<file path="src/rtl/decode_stage.sv">
// Instruction-decode stage: register file, immediate generator, control decoder,
// load-use hazard detection, flush squashing and the ID/EX pipeline register.
module decode_stage #(
  parameter bit WB_BYPASS = 1'b1
) (
  input  logic        clk,
  input  logic        reset,
  input  logic [31:0] i_pipe_PC,
  input  logic [31:0] i_pipe_Instruction,
  input  logic [4:0]  i_pipe_Reg1,
  input  logic [4:0]  i_pipe_Reg2,
  input  logic        i_wb_RegWrite,
  input  logic [4:0]  i_wb_Rd,
  input  logic [31:0] i_wb_Data,
  input  logic        i_ctr_Flush,
  output logic        o_ctr_HoldPC,
  output logic        o_ctr_HoldIFIDReg,
  output logic [31:0] o_pipe_PC,
  output logic [31:0] o_pipe_Rs1Data,
  output logic [31:0] o_pipe_Rs2Data,
  output logic [31:0] o_pipe_Imm,
  output logic [4:0]  o_pipe_Rs1,
  output logic [4:0]  o_pipe_Rs2,
  output logic [4:0]  o_pipe_Rd,
  output logic [2:0]  o_pipe_Funct3,
  output logic [3:0]  o_pipe_ALUOp,
  output logic        o_pipe_ALUSrcA,
  output logic        o_pipe_ALUSrcB,
  output logic        o_pipe_RegWrite,
  output logic        o_pipe_MemRead,
  output logic        o_pipe_MemWrite,
  output logic        o_pipe_MemToReg,
  output logic        o_pipe_Branch,
  output logic        o_pipe_Jump,
  output logic        o_pipe_Jalr,
  output logic        o_pipe_Illegal
);

  localparam logic [6:0] OPC_LUI    = 7'b0110111;
  localparam logic [6:0] OPC_AUIPC  = 7'b0010111;
  localparam logic [6:0] OPC_JAL    = 7'b1101111;
  localparam logic [6:0] OPC_JALR   = 7'b1100111;
  localparam logic [6:0] OPC_BRANCH = 7'b1100011;
  localparam logic [6:0] OPC_LOAD   = 7'b0000011;
  localparam logic [6:0] OPC_STORE  = 7'b0100011;
  localparam logic [6:0] OPC_OPIMM  = 7'b0010011;
  localparam logic [6:0] OPC_OP     = 7'b0110011;

  localparam logic [3:0] ALU_ADD   = 4'd0;
  localparam logic [3:0] ALU_SUB   = 4'd1;
  localparam logic [3:0] ALU_SLL   = 4'd2;
  localparam logic [3:0] ALU_SLT   = 4'd3;
  localparam logic [3:0] ALU_SLTU  = 4'd4;
  localparam logic [3:0] ALU_XOR   = 4'd5;
  localparam logic [3:0] ALU_SRL   = 4'd6;
  localparam logic [3:0] ALU_SRA   = 4'd7;
  localparam logic [3:0] ALU_OR    = 4'd8;
  localparam logic [3:0] ALU_AND   = 4'd9;
  localparam logic [3:0] ALU_PASSB = 4'd10;

  typedef struct packed {
    logic [31:0] pc;
    logic [31:0] rs1_data;
    logic [31:0] rs2_data;
    logic [31:0] imm;
    logic [4:0]  rs1;
    logic [4:0]  rs2;
    logic [4:0]  rd;
    logic [2:0]  funct3;
    logic [3:0]  alu_op;
    logic        alu_src_a;
    logic        alu_src_b;
    logic        reg_write;
    logic        mem_read;
    logic        mem_write;
    logic        mem_to_reg;
    logic        branch;
    logic        jump;
    logic        jalr;
    logic        illegal;
  } id_ex_t;

  logic [31:0] rf [32];
  logic [31:0] rs1_data;
  logic [31:0] rs2_data;

  logic [31:0] instr;
  logic [6:0]  opcode;
  logic [2:0]  funct3;
  logic [31:0] imm_i;
  logic [31:0] imm_s;
  logic [31:0] imm_b;
  logic [31:0] imm_u;
  logic [31:0] imm_j;

  logic   rs1_used;
  logic   rs2_used;
  logic   writes_rd;
  logic   bubble_in;
  logic   load_use;
  logic   squash_now;
  logic   r_SquashNext;
  id_ex_t dec;
  id_ex_t r_id_ex;

  function automatic logic [3:0] alu_from_funct3(input logic [2:0] f3,
                                                 input logic       alt_sub,
                                                 input logic       alt_sra);
    logic [3:0] op;
    case (f3)
      3'b000:  op = alt_sub ? ALU_SUB : ALU_ADD;
      3'b001:  op = ALU_SLL;
      3'b010:  op = ALU_SLT;
      3'b011:  op = ALU_SLTU;
      3'b100:  op = ALU_XOR;
      3'b101:  op = alt_sra ? ALU_SRA : ALU_SRL;
      3'b110:  op = ALU_OR;
      default: op = ALU_AND;
    endcase
    return op;
  endfunction

  // Register file: x0 is never written, so it stays at its reset value of zero.
  always_ff @(posedge clk or posedge reset) begin
    if (reset) begin
      for (int i = 0; i < 32; i++) begin
        rf[i] <= '0;
      end
    end else if (i_wb_RegWrite && (i_wb_Rd != 5'd0)) begin
      rf[i_wb_Rd] <= i_wb_Data;
    end
  end

  always_comb begin
    rs1_data = rf[i_pipe_Reg1];
    if (i_pipe_Reg1 == 5'd0) begin
      rs1_data = '0;
    end else if (WB_BYPASS && i_wb_RegWrite && (i_wb_Rd == i_pipe_Reg1)) begin
      rs1_data = i_wb_Data;
    end
  end

  always_comb begin
    rs2_data = rf[i_pipe_Reg2];
    if (i_pipe_Reg2 == 5'd0) begin
      rs2_data = '0;
    end else if (WB_BYPASS && i_wb_RegWrite && (i_wb_Rd == i_pipe_Reg2)) begin
      rs2_data = i_wb_Data;
    end
  end

  assign instr     = i_pipe_Instruction;
  assign opcode    = instr[6:0];
  assign funct3    = instr[14:12];
  assign bubble_in = (instr == 32'd0);

  assign imm_i = {{20{instr[31]}}, instr[31:20]};
  assign imm_s = {{20{instr[31]}}, instr[31:25], instr[11:7]};
  assign imm_b = {{19{instr[31]}}, instr[31], instr[7], instr[30:25], instr[11:8], 1'b0};
  assign imm_u = {instr[31:12], 12'd0};
  assign imm_j = {{11{instr[31]}}, instr[31], instr[19:12], instr[20], instr[30:21], 1'b0};

  always_comb begin
    dec       = '0;
    rs1_used  = 1'b0;
    rs2_used  = 1'b0;
    writes_rd = 1'b0;
    dec.pc       = i_pipe_PC;
    dec.rs1_data = rs1_data;
    dec.rs2_data = rs2_data;
    dec.funct3   = funct3;
    dec.alu_op   = ALU_ADD;
    case (opcode)
      OPC_LUI: begin
        dec.alu_op    = ALU_PASSB;
        dec.alu_src_b = 1'b1;
        dec.imm       = imm_u;
        writes_rd     = 1'b1;
      end
      OPC_AUIPC: begin
        dec.alu_src_a = 1'b1;
        dec.alu_src_b = 1'b1;
        dec.imm       = imm_u;
        writes_rd     = 1'b1;
      end
      OPC_JAL: begin
        dec.jump      = 1'b1;
        dec.alu_src_a = 1'b1;
        dec.imm       = imm_j;
        writes_rd     = 1'b1;
      end
      OPC_JALR: begin
        dec.jump      = 1'b1;
        dec.jalr      = 1'b1;
        dec.alu_src_b = 1'b1;
        dec.imm       = imm_i;
        writes_rd     = 1'b1;
        rs1_used      = 1'b1;
      end
      OPC_BRANCH: begin
        dec.branch = 1'b1;
        dec.alu_op = ALU_SUB;
        dec.imm    = imm_b;
        rs1_used   = 1'b1;
        rs2_used   = 1'b1;
      end
      OPC_LOAD: begin
        dec.mem_read   = 1'b1;
        dec.mem_to_reg = 1'b1;
        dec.alu_src_b  = 1'b1;
        dec.imm        = imm_i;
        writes_rd      = 1'b1;
        rs1_used       = 1'b1;
      end
      OPC_STORE: begin
        dec.mem_write = 1'b1;
        dec.alu_src_b = 1'b1;
        dec.imm       = imm_s;
        rs1_used      = 1'b1;
        rs2_used      = 1'b1;
      end
      OPC_OPIMM: begin
        // instr[30] is part of the immediate except for shifts, so it only selects SRA.
        dec.alu_op    = alu_from_funct3(funct3, 1'b0, instr[30]);
        dec.alu_src_b = 1'b1;
        dec.imm       = imm_i;
        writes_rd     = 1'b1;
        rs1_used      = 1'b1;
      end
      OPC_OP: begin
        dec.alu_op = alu_from_funct3(funct3, instr[30], instr[30]);
        writes_rd  = 1'b1;
        rs1_used   = 1'b1;
        rs2_used   = 1'b1;
      end
      default: dec.illegal = 1'b1;
    endcase
    // Unused indices are zeroed so forwarding never matches a stale field.
    dec.reg_write = writes_rd;
    dec.rd        = writes_rd ? instr[11:7] : 5'd0;
    dec.rs1       = rs1_used ? i_pipe_Reg1 : 5'd0;
    dec.rs2       = rs2_used ? i_pipe_Reg2 : 5'd0;
  end

  assign load_use = r_id_ex.mem_read && (r_id_ex.rd != 5'd0) &&
                    ((rs1_used && (r_id_ex.rd == i_pipe_Reg1)) ||
                     (rs2_used && (r_id_ex.rd == i_pipe_Reg2)));

  // IF/ID is wrong-path during the redirect cycle and the one after it.
  assign squash_now = i_ctr_Flush || r_SquashNext;

  assign o_ctr_HoldPC      = load_use && !squash_now;
  assign o_ctr_HoldIFIDReg = load_use && !squash_now;

  always_ff @(posedge clk or posedge reset) begin
    if (reset) begin
      r_id_ex      <= '0;
      r_SquashNext <= 1'b0;
    end else begin
      r_SquashNext <= i_ctr_Flush;
      if (squash_now || load_use || bubble_in) begin
        r_id_ex <= '0;
      end else begin
        r_id_ex <= dec;
      end
    end
  end

  assign o_pipe_PC       = r_id_ex.pc;
  assign o_pipe_Rs1Data  = r_id_ex.rs1_data;
  assign o_pipe_Rs2Data  = r_id_ex.rs2_data;
  assign o_pipe_Imm      = r_id_ex.imm;
  assign o_pipe_Rs1      = r_id_ex.rs1;
  assign o_pipe_Rs2      = r_id_ex.rs2;
  assign o_pipe_Rd       = r_id_ex.rd;
  assign o_pipe_Funct3   = r_id_ex.funct3;
  assign o_pipe_ALUOp    = r_id_ex.alu_op;
  assign o_pipe_ALUSrcA  = r_id_ex.alu_src_a;
  assign o_pipe_ALUSrcB  = r_id_ex.alu_src_b;
  assign o_pipe_RegWrite = r_id_ex.reg_write;
  assign o_pipe_MemRead  = r_id_ex.mem_read;
  assign o_pipe_MemWrite = r_id_ex.mem_write;
  assign o_pipe_MemToReg = r_id_ex.mem_to_reg;
  assign o_pipe_Branch   = r_id_ex.branch;
  assign o_pipe_Jump     = r_id_ex.jump;
  assign o_pipe_Jalr     = r_id_ex.jalr;
  assign o_pipe_Illegal  = r_id_ex.illegal;

endmodule

</file>
<file path="config.mk">
export PLATFORM = sky130hd
export DESIGN_NAME = decode_stage
export DESIGN_NICKNAME = d
export VERILOG_FILES = /design/src/rtl/decode_stage.sv
export SDC_FILE = /design/constraint.sdc
export NUM_CORES = 2
export LEC_CHECK = 0
export BUFFER_PORTS_ARGS = -buffer_cell sky130_fd_sc_hd__buf_2
export CAP_MARGIN = 20
export CORE_MARGIN = 3
export CORE_UTILIZATION = 62
export DETAILED_ROUTE_END_ITERATION = 10
export GPL_TIMING_DRIVEN = 0
export PLACE_DENSITY_LB_ADDON = 0.1
export SLEW_MARGIN = 20
export SYNTH_ARGS = -nofsm -noshare
export SYNTH_HDL_FRONTEND = slang
export SYNTH_SLANG_ARGS = --single-unit
</file>
<file path="constraint.sdc">
create_clock -name clk -period 57.1 [get_ports clk]
set_clock_uncertainty 0.2 [all_clocks]
set_input_delay 11.42 -clock clk [delete_from_list [all_inputs] [get_ports clk]]
set_output_delay 11.42 -clock clk [all_outputs]
set_load 0.05 [all_outputs]
</file>
* Word level (Yosys, flattened, before mapping)
Cells that the tools add are included.
** Operators by class
- $lt $le $gt $ge :: 4
- Equality and inequality tests :: 19
- Muxes and demuxes :: 34
- Bitwise operators :: 3
- Reductions and logical operators :: 29
** Operators by type and width (count)
- $bwmux 1024 :: 1
- $bmux 32 s5 :: 2
- $mux 32 :: 9
- $demux 32 s5 :: 1
- $mux 160 :: 1
- $pmux 32 s5 :: 1
- $pmux 4 s7 :: 2
- $logic_not 32->1 :: 1
- $eq 7x6->1 const B :: 3
- $eq 7x7->1 const B :: 3
- $eq 5x5->1 :: 4
- $ge 6x6->1 const B :: 3
- $not 5->6 :: 3
- $pmux 4 s4 :: 1
- $mux 5 :: 3
- $eq 7x5->1 const B :: 2
- $mux 1 :: 13
- $reduce_or 6->1 :: 2
- $logic_not 5->1 :: 2
- $reduce_bool 5->1 :: 2
- $eq 3x3->1 const B :: 3
- $logic_and 1x1->1 :: 9
- $reduce_or 9->1 :: 1
- $eq 7x2->1 const B :: 1
- other kinds (9) :: 16
** Storage, ports and cells
- Bits in registers :: 1185
- Input bits :: 115

* Logic depth before layout (Yosys ltp)
- Word-level depth :: 9
- Depth in mapped cells :: 10
- Depth with buffers taken out :: 6

* Worst setup path after synthesis
Ideal clock, no wire load.
- Kind :: input to output
- Start point :: in i_pipe_Instruction[6]
- End point :: out o_ctr_HoldPC
- Data arrival time :: 13935 ps
- Setup slack :: 31545 ps
- Cell stages on the path :: 7
- Buffers on the path :: 2
- Cell sequence :: buf_2 a21bo_4 nor4_1 nor4b_4 o21ai_0 nor3_1 buf_4
** On the way
- Longest elaborated chain between the ends :: 7
** Ends and longest elaborated chain
- start: declaration :: RTL line 9 : input logic [31:0] i_pipe_Instruction,
- $eq 7x6->1 (tied with other cells) :: RTL line 173 : case (opcode)
- $reduce_or 6->1 (no line) / $reduce_or 3->1 (equally long branches)
- $mux 1 :: RTL line 173
- $logic_and 1x1->1 (on tied branches) :: RTL line 246, 247
- $logic_or 1x1->1 (*) :: RTL line 246 : ((rs1_used && (r_id_ex.rd == i_pipe_Reg1)) ||
- $logic_and 1x1->1 (*) :: RTL line 245 : assign load_use = r_id_ex.mem_read && (r_id_ex.rd != 5'd0) &&
- $logic_and 1x1->1 (*)
- end: declaration :: RTL line 16 : output logic o_ctr_HoldPC,
Every way passes the cells marked *; elsewhere a longest branch is shown, timed or not.

* Worst setup path in the final report
- Start point :: in i_pipe_Instruction[3]
- End point :: out o_ctr_HoldPC
** On the way
- Longest elaborated chain between the ends :: 7
** Ends and longest elaborated chain
- $eq 7x6->1 (tied with other cells) :: RTL line 173
- $reduce_or 6->1 (no line) / $reduce_or 3->1 (equally long branches)
- $mux 1 :: RTL line 173
- $logic_and 1x1->1 (on tied branches) :: RTL line 246, 247
- $logic_or 1x1->1 (*) :: RTL line 246
- $logic_and 1x1->1 (*) :: RTL line 245
- $logic_and 1x1->1 (*) :: RTL line 252 : assign o_ctr_HoldPC = load_use && !squash_now;
Marks and branches as above.

==> key figures <==
Run status
  • Status: completed

Power and ir drop
  • Power Dens Cells: 35.41 mW/mm2
  • Clock group share of total power: between 30% and 40%
  • Int Pwr: approximately 1700 uW
  • Final Power: approximately 2400 uW
  • Comb pwr share: 19.2%
  • Maximum VDD drop: around 28 uV
  • Net Sw Frac: roughly 28%
  • Sequential share of power: 45.0%
  • Sw power: 677.5 uW
  • P_leak: 0.03122 uW

Timing
  • Final setup fails: 0
  • Fmax: 39.66 MHz
  • Fin crit period: 25.22 ns
  • Final WS setup: 31.88 ns
  • Relative slew slack: 13.29%
  • RSZ-0062 raised after global routing: false
  • Final Hold Fails: 0
  • Period utilization: 44.16%
  • Worst slew pin tran: 1.301 ns
  • Fin. max-slew vios: 0

Critical path
  • Crit start category: primary input
  • Worst EP required: 45.48 ns
  • Crit. End Element: output pin
  • CP Class: in -> out
  • Critical Path AT: 13.60 ns
  • Max FO, Critical Path: 10

Floorplan
  • Die Ht: 318.5 um
  • Ports: 277
  • Die width: about 320 um
  • Starting Density: 63.15%
  • Core area: roughly 0.096 mm2
  • Die ar.: just over 0.1 mm2
  • Rows: roughly 110

Cells and area
  • Fin cells: 6149
  • Layout fillers: 6672
  • # nets final: approximately 4900
  • Area of the multi-input gates: 0.02879 mm2
  • Layout cell share with drive strength beyond 1: between 40% and 50%
  • Sequential Area: 0.02963 mm2
  • Layout Area Growth over Synthesis: 12.64%

Synth
  • Synth Register Bits: ~1200
  • Synth cell types: ~60
  • Most used DFF post-synth: dfrtp_1
  • Ranking of synthesized cells by area: dfrtp_1 49%, mux2_2 18%, mux4_2 12%, mux2i_1 7.3%, a22oi_1 2.0%
  • Commonest cells in the netlist: 1184 x dfrtp_1, 992 x mux2_2, 444 x mux2i_1, 322 x mux4_2, 274 x clkbuf_1
  • Synth async-reset ratio: 100.0%
  • Post-synth design cell area: 0.06054 mm2
  • Syn avg cell area: 13.83 um2
  • Dominant cell type by area after synthesis: dfrtp_1
  • Ys Warns: 0
  • Sequential element share of the synthesized area: about 49%
  • Synth top area share: a little under 50%
  • Post-Synthesis Cells: 4376
  • Synth Net Count: 4491
  • Cell with the most instances after synthesis: dfrtp_1
  • Number of synthesized flops with an enable pin: 0

Place
  • Placer Congestion: 1.010
  • Pre-CTS setup slack: 31.96 ns
  • Inst Count DP: 5915
  • Post-DP HPWL: 146.6 mm
  • Count of input and output buffers: 259

Drt
  • Vias per Instance: 7.224
  • ANT nets after route: 0
  • Drt drc: 0
  • Total wire length: 215.9 mm
  • Initial DRT Pass Iterations: 9
  • Initial DRC count: 5849
  • DR WL/cell: 35.11 um
  • Total number of vias: 44420

Clock network
  • Worst skew pair latency: around 0.76 ns
  • TritonCTS sink count: 1184
  • CTS Buffer Depth: 3
  • CTS buffer count: 130
  • # hold bufs at CTS: 0
  • CTS tree: yes
  • CTS H-Tree Depth: 4
  • Clock root cell: clkbuf_16
  • Clk pin slew, worst setup/hold paths: 0.06 ns
  • Setup Buffers After CTS: 0
  • PostCTS Resize Cnt: 0

GRT
  • Vias in the first global route: 44280
  • Pin count of the biggest net entering global routing: between 100 and 150
  • Grt ovf: 0
  • First-pass GRT wire length: 307.9 mm
  • Initial antenna violation count: 7
  • Gr usage total: between 40% and 50%

Flow run
  • Maxcap violations: 0

Min path
  • Worst hold path type: reg -> reg
==> flip-flops by register name, indices dropped and copies added (netlist names), 5 cells and up <==
name and count:
rf 1024, o_pipe_Rs2Data 32, o_pipe_Rs2 5, o_pipe_Rs1 5, o_pipe_Imm 32, o_pipe_PC 32, o_pipe_Rs1Data 32, o_pipe_Rd 5
==> power groups by stage <==
stage	registers (uW)	clock network [uW]	logic, uW
2_1_floorplan	1080	0	330
3_3_place_gp	1090	0	436
3_5_place_dp	1090	0	451
4_1_cts	1080	867	454
5_1_grt	1100	901	487
6_report	1090	865	463
==> stage by stage <==
step	instance area [um2]	util, %	setup TNS (ns)	hold WS, ns
final	68190	71.14	0	0.2787
after global routing	68170	71.12	0	0.3063
after CTS	68150	71.10	0	0.2820
after detailed placement	63830	66.58	0	0.2631
after global placement	63420	66.16	-283.70	0.2529
after floorplan	60540	-	0	0.2413
==> routing by layer <==
layer | GRT usage, % | up-vias | wire [um]
li1 | - | 17350 | -
met1 | 54.52 | 23040 | 79440
met5 | 1.608 | - | 393
met4 | 22.91 | 16 | 14030
met3 | 17.45 | 843 | 28770
met2 | 60.87 | 3176 | 93280
==> layout by cell type, fill, tap and decap left out, types with 17 or more instances in the layout <==
master,synthesis,final
a21oi_1,27,27
a221oi_1,64,64
a22o_1,31,31
a22oi_1,162,162
a31oi_1,33,33
and2_1,44,44
buf_1,56,41
buf_2,144,413
clkbuf_1,274,293
clkbuf_16,0,139
clkbuf_8,0,25
clkinv_2,0,21
dfrtp_1,1184,1184
mux2_2,992,992
mux2i_1,444,444
mux4_2,322,322
nand2_1,47,47
nand3_1,70,70
nand4_1,32,32
nor2_1,131,130
nor3_2,26,26
nor4_1,17,17
o21ai_0,101,101
o22ai_1,32,32
==> cell type report <==
class | instances | share of cell area (%)
tap | 1265 | 2.321
buffer | 488 | 3.110
sequential | 1184 | 43.45
clock buffer | 192 | 5.759
antenna | 9 | 0.03303
multi-input combinational | 2696 | 42.22
clock inverter | 33 | 0.5890
inverter | 8 | 0.05504
timing repair buffer | 274 | 2.464
==> worst paths after layout <==
check,cells after the start,slack [ns],from,end
hold / removal,1,0.28,rf[1011],rf[1011]
setup / recovery,8,31.88,i_pipe_Instruction[3],o_ctr_HoldPC
setup reg to reg,8,53.83,o_pipe_Rd[4],o_pipe_Rs2Data[13]
hold reg to reg,1,0.28,rf[1011],rf[1011]
max in group asynchronous,7,43.77,reset,rf[430]
min in group asynchronous,2,10.44,reset,o_pipe_PC[21]
==> worst max-delay path, stage by stage <==
cell      delay [ns]
buf_2           0.10
clkbuf_1        0.20
nor2_1          0.53
and4_4          0.35
o21ai_0         0.12
nor3_1          0.43
buf_4           0.19
buf_2           0.25
==> logic make-up (layout without fill, tap and decap cells) <==
group	after synthesis	after routing	synth area share, %
simple gates	453	453	4.138
buf+inv	496	995	3.503
other cells	0	9	0
compound gates	465	465	5.355
xor+xnor	20	20	0.2894
mux	1758	1758	37.77
flops	1184	1184	48.94
Note: power is estimated with default switching activity, not from simulation.
